File: src/rtl/wand_bus_pkg.sv
// Shared types for the wired-AND bus arbiter: bus word, idle pattern, FSM states.
package wand_bus_pkg;
  typedef logic [2:0][4:2] bus_word_t;
  localparam bus_word_t BUS_IDLE = '1;
  typedef enum logic [1:0] {IDLE, GRANT, RELEASE} arb_state_t;
endpackage

File: src/rtl/rr_pick.sv
// Round-robin picker: rotate requests by ptr, take lowest set bit, rotate back.
// Purely combinational; o_any qualifies o_idx/o_onehot.
module rr_pick #(
  parameter int NREQ = 4,
  parameter int PW   = $clog2(NREQ)
) (
  input  logic [NREQ-1:0] i_req,
  input  logic [PW-1:0]   i_ptr,
  output logic            o_any,
  output logic [PW-1:0]   o_idx,
  output logic [NREQ-1:0] o_onehot
);
  logic [2*NREQ-1:0] w_dbl;
  logic [NREQ-1:0]   w_rot;
  logic [PW-1:0]     w_k;
  logic [PW:0]       w_sum;

  always_comb begin
    w_dbl = {i_req, i_req};
    w_rot = NREQ'(w_dbl >> i_ptr);
    w_k   = '0;
    // Descending scan so the lowest rotated position wins.
    for (int k = NREQ - 1; k >= 0; k--) begin
      if (w_rot[k]) w_k = PW'(k);
    end
    w_sum = {1'b0, w_k} + {1'b0, i_ptr};
    if (w_sum >= (PW + 1)'(NREQ)) w_sum = w_sum - (PW + 1)'(NREQ);
    o_any    = |i_req;
    o_idx    = w_sum[PW-1:0];
    o_onehot = NREQ'(1) << o_idx;
  end
endmodule

File: src/rtl/wand_bus_arbiter.sv
// Round-robin owner of a shared wired-AND bus: one grant at a time, bounded
// tenure, one turnaround cycle, all-ones on the bus whenever nobody owns it.
module wand_bus_arbiter
  import wand_bus_pkg::*;
#(
  parameter int NREQ     = 4,
  parameter int MAX_HOLD = 4
) (
  input  logic                  clk,
  input  logic                  rst,
  input  logic      [NREQ-1:0]  req,
  input  logic      [NREQ-1:0]  last,
  input  bus_word_t [NREQ-1:0]  data,
  output logic      [NREQ-1:0]  gnt,
  output bus_word_t             bus_out,
  output logic                  bus_vld,
  output logic                  busy
);
  localparam int PW = $clog2(NREQ);

  arb_state_t      r_state;
  logic [PW-1:0]   r_ptr;
  logic [PW-1:0]   r_owner;
  logic [3:0]      r_hold;
  logic [NREQ-1:0] r_gnt;
  bus_word_t       r_bus;
  logic            r_vld;

  logic            w_any;
  logic [PW-1:0]   w_idx;
  logic [NREQ-1:0] w_onehot;
  logic [PW-1:0]   w_next_ptr;
  logic            w_end_beat;
  bus_word_t       w_and;

  rr_pick #(.NREQ(NREQ), .PW(PW)) u_pick (
    .i_req    (req),
    .i_ptr    (r_ptr),
    .o_any    (w_any),
    .o_idx    (w_idx),
    .o_onehot (w_onehot)
  );

  // Ungranted drivers contribute all-ones, so their data (even X) is masked.
  always_comb begin
    w_and = BUS_IDLE;
    for (int i = 0; i < NREQ; i++) begin
      if (r_gnt[i]) w_and = w_and & data[i];
    end
  end

  assign w_next_ptr = (r_owner == PW'(NREQ - 1)) ? '0 : r_owner + PW'(1);
  assign w_end_beat = last[r_owner] || (r_hold == 4'(MAX_HOLD - 1));

  always_ff @(posedge clk) begin
    if (rst) begin
      r_state <= IDLE;
      r_gnt   <= '0;
      r_bus   <= BUS_IDLE;
      r_vld   <= 1'b0;
      r_ptr   <= '0;
      r_owner <= '0;
      r_hold  <= '0;
    end else begin
      case (r_state)
        IDLE: begin
          r_bus <= BUS_IDLE;
          r_vld <= 1'b0;
          if (w_any) begin
            r_gnt   <= w_onehot;
            r_owner <= w_idx;
            r_hold  <= '0;
            r_state <= GRANT;
          end
        end
        GRANT: begin
          if (req[r_owner]) begin
            r_bus  <= w_and;
            r_vld  <= 1'b1;
            r_hold <= r_hold + 4'd1;
            if (w_end_beat) begin
              r_gnt   <= '0;
              r_ptr   <= w_next_ptr;
              r_state <= RELEASE;
            end
          end else begin
            // Owner walked away without a last beat: abandon the tenure.
            r_bus   <= BUS_IDLE;
            r_vld   <= 1'b0;
            r_gnt   <= '0;
            r_ptr   <= w_next_ptr;
            r_state <= RELEASE;
          end
        end
        RELEASE: begin
          r_bus   <= BUS_IDLE;
          r_vld   <= 1'b0;
          r_gnt   <= '0;
          r_state <= IDLE;
        end
        default: r_state <= IDLE;
      endcase
    end
  end

  assign gnt     = r_gnt;
  assign bus_out = r_bus;
  assign bus_vld = r_vld;
  assign busy    = (r_state != IDLE);
endmodule

File: config.mk
export PLATFORM = sky130hd
export DESIGN_NAME = wand_bus_arbiter
export DESIGN_NICKNAME = d
export VERILOG_FILES = /design/src/rtl/wand_bus_pkg.sv /design/src/rtl/rr_pick.sv /design/src/rtl/wand_bus_arbiter.sv
export SDC_FILE = /design/constraint.sdc
export NUM_CORES = 1
export LEC_CHECK = 0
export ABC_AREA = 1
export CAP_MARGIN = 20
export CORE_MARGIN = 8
export CORE_UTILIZATION = 47
export CTS_CLUSTER_DIAMETER = 60
export DETAILED_ROUTE_END_ITERATION = 16
export GPL_TIMING_DRIVEN = 0
export PLACE_DENSITY_LB_ADDON = 0.25
export SYNTH_ARGS = -nofsm -noshare
export SYNTH_HDL_FRONTEND = slang
export SYNTH_SLANG_ARGS = --single-unit
File: constraint.sdc
create_clock -name clk -period 4.52 [get_ports clk]
set_input_delay 0.904 -clock clk [delete_from_list [all_inputs] [get_ports clk]]
set_output_delay 0.904 -clock clk [all_outputs]
set_load 0.01 [all_outputs]
Word level (Yosys, flattened, before mapping)
Cells that the tools add are included.
{"block": "word_totals", "register_bits": 24, "input_bits": 46, "output_inout_bits": 15}
{"block": "classes", "bitwise_logic": 3, "eq_ne": 8, "reduce_logical": 13, "mux": 31, "n_lt_le_gt_ge": 2, "addsub": 4, "n_shift": 2}
{"operator": "$mux 9", "count": 5}
{"operator": "$and 9x9->9", "count": 3}
{"operator": "$mux 2", "count": 11}
{"operator": "$mux 4", "count": 5}
{"operator": "$pmux 9 s2", "count": 1}
{"operator": "$pmux 4 s3", "count": 1}
{"operator": "$pmux 4 s2", "count": 1}
{"operator": "$shr 8x2->4", "count": 1}
{"operator": "$reduce_and 2->1", "count": 3}
{"operator": "$reduce_and 3->1", "count": 2}
{"operator": "$reduce_bool 2->1", "count": 3}
{"operator": "$add 4x1->4 const B", "count": 1}
{"operator": "$bmux 1 s2", "count": 2}
{"operator": "$eq 2x2->1 const B", "count": 2}
{"operator": "$eq 4x2->1 const B", "count": 1}
{"operator": "$ne 2x2->1 const B", "count": 2}
{"operator": "$pmux 2 s2", "count": 1}
{"operator": "$reduce_or 4->1", "count": 1}
{"operator": "$shl 1x2->4 const A", "count": 1}
{"operator": "$add 2x2->3", "count": 1}
{"operator": "$ge 3x3->1 const B", "count": 1}
{"operator": "$lt 2x3->1 const B", "count": 1}
{"operator": "$mux 1", "count": 3}
{"operator": "$ne 3x3->1 const B", "count": 1}
{"operator": "other kinds (9)", "count": 9}

Longest topological paths before layout
{"block": "depth", "ltp_word": 11, "ltp_mapped": 15, "mapped_depth_nobuf": 15}

Modules after synthesis
Synthesis repeated with hierarchy kept, for this count alone.
{"block": "hier_totals", "hier_cells": 227, "area_unflattened_um2": 1562.7}
{"mod": "wand_bus_arbiter", "area_per_inst_um2": 1352.5, "seq_area_each_um2": 480.5, "instances": 1, "cells_per_inst": 187}
{"mod": "rr_pick", "area_per_inst_um2": 210.2, "seq_area_each_um2": 0.0, "instances": 1, "cells_per_inst": 40}

Worst setup path after synthesis
Ideal clock, no wire load.
{"block": "synth_timing", "kind": "input to register", "startpoint": "input port req[0]", "endpoint": "register r_owner[1]", "path_stages": 13, "arrival_ps": 2035, "n_path_buf": 0, "setup_time_ps": 115, "path_slack_ps": 2370, "cell_sequence": "nand2_1 > nand2_1 > nand2_1 > nand2_1 > nand2_1 > a21boi_0 > ha_1 > xor2_1 > inv_1 > nand3_1 > nand2_2 > o21ai_0 > inv_1"}
{"block": "synth_via", "elab_chain_len": 8, "elab_cells_between_ends": 11, "classes_between": "2 x add/sub; 1 x order compare; 1 x shift; 5 x mux; 2 x reduce/logical"}
{"element": "from (decl)", "line": "wand_bus_arbiter.sv:11", "source": "input logic [NREQ-1:0] req,"}
{"element": "$shr 8x2->4", "line": "rr_pick.sv:20", "source": "w_rot = NREQ'(w_dbl >> i_ptr);"}
{"element": "$mux 2 (4 in a row)", "line": "rr_pick.sv:24", "source": "if (w_rot[k]) w_k = PW'(k);"}
{"element": "$add 2x2->3", "line": "rr_pick.sv:26", "source": "w_sum = {1'b0, w_k} + {1'b0, i_ptr};"}
{"element": "$ge 3x3->1 / $sub 2x1->2 (equally long branches)", "line": "rr_pick.sv:27", "source": "if (w_sum >= (PW + 1)'(NREQ)) w_sum = w_sum - (PW + 1)'(NREQ);"}
{"element": "$mux 2", "line": "rr_pick.sv:27"}
{"element": "to (signal assigned)", "line": "wand_bus_arbiter.sv:71", "source": "r_owner <= w_idx;"}
{"element": "to (decl)", "line": "wand_bus_arbiter.sv:23", "source": "logic [PW-1:0] r_owner;"}
Several ways; a longest one is shown, not always the timed one.
A chain may end at the register's enable or synchronous reset.

Worst setup path after layout
{"block": "layout_timing", "startpoint": "register r_state[0]", "endpoint": "output port busy"}
{"block": "layout_via", "elab_chain_len": 1}
{"element": "from (decl)", "line": "wand_bus_arbiter.sv:21", "source": "arb_state_t r_state;"}
{"element": "from (signal assigned)", "line": "wand_bus_arbiter.sv:57", "source": "r_state <= IDLE;"}
{"element": "from (signal assigned)", "line": "wand_bus_arbiter.sv:73", "source": "r_state <= GRANT;"}
{"element": "from (signal assigned)", "line": "wand_bus_arbiter.sv:84", "source": "r_state <= RELEASE;"}
{"element": "$reduce_bool 2->1", "line": "wand_bus_arbiter.sv:109", "source": "assign busy = (r_state != IDLE);"}
{"element": "to (decl)", "line": "wand_bus_arbiter.sv:17", "source": "output logic busy"}
No other way between the ends.

==> impl_metrics.csv <==
group,metric,value,unit
route,wl_per_cell,12.61,microns
final_layout,layout-drive-gt1-share,5.442,%
clock_network,cts-buffers-inserted,3,
final_layout,design_area,2215,sq um
route,routed-wl-met2,2.001,mm
synthesis,postSynth.topFlopCell,"sky130_fd_sc_hd__dfxtp_1",
final_layout,design.final.nets,350,
clock_network,clk_latency_worst_skew_pair,0.31,ns
worst_setup_path,worst_path_largest_cell_delay,0.54,ns
worst_setup_path,worst-path-buf-inv,3,
clock_network,clock-root-buffer,"sky130_fd_sc_hd__clkbuf_4",
timing,unrepaired_setup_endpoints_after_global_routing,"no",
timing,final_max_slew_viol_count,0,
clock_network,cells_resized_by_post_cts_repair,0,
placement,hpwlAfterDp,3.447,mm
route,drt_first_pass_iters,4,
clock_network,clk_pin_slew_worst_paths,0.11,ns
placement,postPlaceCellArea,2192,sq um
route,wirelength_met1,1.873,mm
worst_setup_path,crit_path_frequent_cell,"sky130_fd_sc_hd__inv_1",
synthesis,synthesis.nets,286,
timing,period_needed,2.603,ns
global_routing,grt_first_pass_wirelength,6.762,mm
clock_network,max-clock-path-buffers,2,
die,chipHeight,73.32,microns
final_layout,most_frequent_standard_cell_in_the_layout_excluding_fill_and_tap_cells,"sky130_fd_sc_hd__clkdlybuf4s50_1",
timing,maxSlewHeadroom,67.61,%
route,drt_drc_violations_left,0,
worst_setup_path,path_depth,4,
global_routing,pin_count_of_the_biggest_net_entering_global_routing,13,
worst_setup_path,crit_chain,"inv_1, ha_1, inv_1, clkdlybuf4s50_1",
timing,max_freq,384.2,MHz
route,drc_violation_total_after_the_first_tritonroute_iteration,88,
route,route.detailed.vias_per_inst,4.971,
placement,io_buffers,59,
clock_network,cts.sinks,24,
worst_setup_path,slowest_stage,"sky130_fd_sc_hd__clkdlybuf4s50_1",
timing,worstMarginPinSlew,0.4859,ns
die,initial_standard_cell_utilization_of_the_core,47.77,%
timing,setup-violations-final,0,
flow_run,maxCapViolations,0,
route,wl_met3,374,microns
route,via_count,1690,
worst_setup_path,critPathLaunchType,"register",
synthesis,postSynth.asyncResetShare,0,%
worst_setup_path,critical_path.top_delay_family,"buffers and inverters",
final_layout,diodes,0,
die,std_cell_rows,21,
worst_hold_path,holdPathStages,2,
timing,finalClockSkew,0.005809,ns
worst_setup_path,worstRegToRegCells,13,
global_routing,first_global_vias,1503,
die,design.die.area,5375,sq um
global_routing,globalRouteOverflowTotal,0,
synthesis,post_synthesis_instance_area,1544,sq um
synthesis,ys_seq_area_share,31.12,%
global_routing,antenna_found_initial,0,
synthesis,mean_syn_cell_area,6.655,sq um
timing,final.setup.tns,0,ns
die,ios,61,
synthesis,mapped_cells,232,
die,design.core.area,3232,sq um
die,die-width,73.32,microns
worst_setup_path,path_class,"register to output port",
worst_setup_path,cp_data_arrival_time,1.70,ns
run_status,outcome,"complete, no violations",
global_routing,grt_util_all_layers,15.49,%
route,antenna_left,0,
synthesis,synth-edff-count,0,
worst_hold_path,min-delay-path-class,"register to register",
power,vdd_ir_drop_max,309.1,uV
clock_network,cts.repair_timing.setup_buffer_count,0,
synthesis,ys.warnings.count,0,
final_layout,mostFrequentLayoutCells,"sky130_fd_sc_hd__clkdlybuf4s50_1, sky130_fd_sc_hd__nand2_1, sky130_fd_sc_hd__inv_1",
synthesis,synth_seq_cells,24,
clock_network,ctsHtreeMaxLevel,1,
synthesis,synthDistinctLibCells,25,
worst_setup_path,worstPathMaxFanout,5,
worst_setup_path,required,3.62,ns
clock_network,cts_hold_repair.buffers,0,
power,power_density,473.0,nW/um^2
clock_network,cts_tree,"done",
route,wirelength,4.289,mm
timing,finalCritPeriodShare,57.59,%
power,cellLeakagePower,0.9497,nW
route,top_layer,"met4",
final_layout,areaGrowthSynthToFinish,43.44,%
timing,report.final.hold_viol_count,0,
worst_setup_path,timing.critical_path.to_type,"output port",
placement,gp_congestion,0.7780,
==> logic make-up after synthesis <==
family | count (synthesis) | synth area share [%]
AOI/OAI and AO/OA | 48 | 18.88
xor gates and xnor gates | 1 | 0.5674
adders and majority gates | 8 | 6.483
buffers and inverters | 41 | 9.968
DFF | 24 | 31.12
and+or+nand+nor | 110 | 32.98
==> cell usage after synthesis (all sizes together), types with 2 or more instances <==
master / n / area, sq um
nor3: 2 / 10.01
o22ai: 18 / 112.6
a211oi: 9 / 67.56
o21ai: 7 / 35.03
nand3: 22 / 120.1
clkbuf: 3 / 11.26
a21oi: 13 / 68.82
nor2: 22 / 82.58
nand2: 60 / 255.2
dfxtp: 24 / 480.5
nand4: 2 / 27.53
inv: 33 / 123.9
clkinv: 5 / 18.77
ha: 8 / 100.1
==> tightest hold or removal path, stage by stage, from the launching register on <==
cell                      delay [ns]
sky130_fd_sc_hd__dfxtp_1        0.33
sky130_fd_sc_hd__nand2_1        0.06
sky130_fd_sc_hd__a21oi_1        0.05
==> stage by stage <==
stage	util [%]	setup WS [ns]	hold slack [ns]	std cells	total power, mW
final	68.53	1.917	0.4702	340	1.048
after global routing	68.53	1.765	0.4978	340	1.148
after CTS	68.53	1.896	0.4739	340	1.054
after detailed placement	67.83	1.624	0.4556	337	0.9617
after global placement	67.83	1.662	0.4517	337	0.9506
after floorplan	-	2.370	0.4605	232	0.7638
==> report_power, final <==
group	switching, mW	internal, mW
Sequential	0.0468	0.260
Clock	0.0580	0.0311
Combinational	0.381	0.270
Total	0.486	0.561
==> metal layers <==
layer,vias up,GRT usage [%]
met3,5,4.638
met5,-,0
li1,893,-
met4,0,3.991
met1,746,18.69
met2,46,25.92
==> area by class of cell <==
type / count / area, sq um
clock buffer: 3 / 22.52
inverter: 38 / 142.6
buffer: 3 / 11.26
timing repair buffer: 59 / 590.6
tap: 46 / 57.56
fill: 295 / 1017
sequential: 24 / 480.5
multi-input combinational: 167 / 909.6
==> state kept, by name (all words and copies together) (netlist names) <==
register,count
r_state,2
bus_vld,1
r_hold,4
r_ptr,2
bus_out,9
gnt,4
r_owner,2
==> worst paths after layout <==
| check | from | endpoint | slack (ns) |
|---|---|---|---|
| min | bus_vld$_SDFFE_PP0P_ | bus_vld$_SDFFE_PP0P_ | 0.47 |
| max reg2reg | r_ptr[0]$_SDFFE_PP0P_ | r_owner[1]$_SDFFE_PP0P_ | 2.60 |
| max | r_state[0]$_SDFFE_PP0P_ | busy | 1.92 |
| min reg2reg | bus_vld$_SDFFE_PP0P_ | bus_vld$_SDFFE_PP0P_ | 0.47 |
Power figures use the tool's default switching activity.
==> RTL change (same flow settings) <==
`NREQ` is set to 4 in 2 places; all go to 2.
--- a/src/rtl/rr_pick.sv
+++ b/src/rtl/rr_pick.sv
@@ -3,3 +3,3 @@
 module rr_pick #(
-  parameter int NREQ = 4,
+  parameter int NREQ = 2,
   parameter int PW   = $clog2(NREQ)
--- a/src/rtl/wand_bus_arbiter.sv
+++ b/src/rtl/wand_bus_arbiter.sv
@@ -5,3 +5,3 @@
 #(
-  parameter int NREQ     = 4,
+  parameter int NREQ     = 2,
   parameter int MAX_HOLD = 4
Ports: changed (resized data, gnt, last and req); port bits go from 61 to 37. The function was not compared with the original's and may differ.
==> RTL change against the unedited design <==
Sequential share of layout area rose by 4.5 points; critical path depth increased by 1; cell area decreased by 31%; sequential cell count down 4; power fell by 48%; clock skew fell by 4.5 ps; area after synthesis down 30%; worst setup slack got worse by 70 ps; routed wire length shrank 33%.
==> RTL change: results (changes against the unedited design) <==
Reg clk slew, reported paths=110 ps (about the same); placed cell area=1480 µm² (was 2190 µm²); drt first pass iters=4 (unchanged); Max clock buf depth=2 (unchanged); Buffers on Ports=36 (was 59); syn_nets=175 (was 286); layout cells sized above 1=7.57% (was 5.44%); GRT Total Usage=14.1% (was 15.5%); Via Count=1,122 (was 1,690); main flop type after synthesis=dfxtp_1 (unchanged); peak supply drop=0.245 mV (was 0.309 mV); drt wl/cell=13.6 µm (was 12.6 µm); ant diodes=0 (unchanged); Largest register FFs=9 (unchanged); antenna violations before repair=0 (unchanged); ys async rst share=0% (unchanged); P_leak=0.614 nW (was 0.950 nW); post-CTS setup buffers=0 (unchanged); met3 routed WL=224 µm (was 374 µm); Yosys cell types=21 (was 25); clock root buffer=clkbuf_4 (unchanged); hold depth=2 (unchanged); WL met1=1100 µm (was 1870 µm); slowest CP cell=clkdlybuf4s50_1 (unchanged); worst slack, placed=2200 ps (was 1620 ps); vias in the first global route=1,075 (was 1,503); routed wl met2=1510 µm (was 2000 µm); Clock Latency Late Sink=310 ps (about the same); H-tree levels=1 (unchanged); highest routed layer=met4 (unchanged); Synth area leaders=dfxtp_1 37%, nand3_1 9.7%, nand2_1 9.0% (was dfxtp_1 31%, nand2_1 13%, inv_1 7.3%); most instantiated cells after synthesis=26 x nand2_1, 21 x nand3_1, 20 x dfxtp_1, 15 x inv_1 (was 54 x nand2_1, 30 x inv_1, 24 x dfxtp_1, 22 x nor2_1, 20 x nand3_1); HPWL Detailed=2250 µm (was 3450 µm); worst hold path type=flop to flop (unchanged); Crit path largest cell delay=530 ps; Starting DRT DRC Count=53 (was 88); layout net count=216 (was 350); crit path DAT=1770 ps (was 1700 ps); R2R depth=7 (was 13); post-cts gate resize count=0 (unchanged); # fillers=197 (was 295); Yosys warnings=0 (unchanged); Final Skew=1.29 ps (was 5.81 ps); Crit Path Max Fanout=7 (was 5); GPL Wtd Cong=0.823 (was 0.778); Worst Tran Pin Value=425 ps (was 486 ps); status=finished clean (unchanged); Seq/Total Area, Yosys=37.1% (was 31.1%); CTS Buf Count=3 (unchanged); largest net degree at the start of global routing=13 (unchanged); first-pass GRT wire length=4690 µm (was 6760 µm)
RTL change: stage by stage:
stage	instances	total power [mW]
floorplan	145	0.330
global placement	209	0.393
detailed placement	209	0.399
CTS	213	0.547
global route	213	0.579
finish	213	0.545
RTL change: path summary, 6_finish.rpt:
kind / slack, ps / end / start
max: 1850 / busy / r_state[0]
min: 470 / bus_vld / bus_vld
max reg2reg: 2880 / bus_out[2] / r_state[0]
min reg2reg: 470 / bus_vld / bus_vld
RTL change: logic make-up (layout without fill, tap and decap cells):
kind of cell	count (synthesis)	count (layout)	share of synthesized area, %
and+or+nand+nor	63	63	29.2
AOI/OAI and AO/OA	35	35	17.7
buffers and inverters	21	61	9.04
DFF	20	20	37.1
adders and majority gates	6	6	6.95
RTL change: final cells by class:
class | instances | area, µm² | area share, %
clock inverter | 1 | 30.0 | 1.97
buffer | 4 | 33.8 | 2.21
clock buffer | 3 | 22.5 | 1.47
tap | 28 | 35.0 | 2.29
multi-input combinational | 104 | 582 | 38.1
sequential | 20 | 400 | 26.2
inverter | 17 | 63.8 | 4.18
timing repair buffer | 36 | 360 | 23.6
RTL change: power by group:
group / leakage, nW / switching, mW / internal [mW]
clock network: 0.0279 / 0.0580 / 0.0897
registers: 0.163 / 0.0130 / 0.192
logic: 0.423 / 0.106 / 0.0864
total: 0.614 / 0.177 / 0.368
RTL change: worst max-delay path: cells and delay by family, from the launching register on:
kind                       cells  cell delay, ps
adders and majority gates      1             210
buffers and inverters          4             820
DFF                            1             430
RTL change: per-layer routing:
| layer | track usage [%] | vias up |
|---|---|---|
| met3 | 4.18 | 4 |
| li1 | - | 571 |
| met4 | 7.52 | 0 |
| met5 | 0 | - |
| met2 | 25.1 | 31 |
| met1 | 14.5 | 516 |
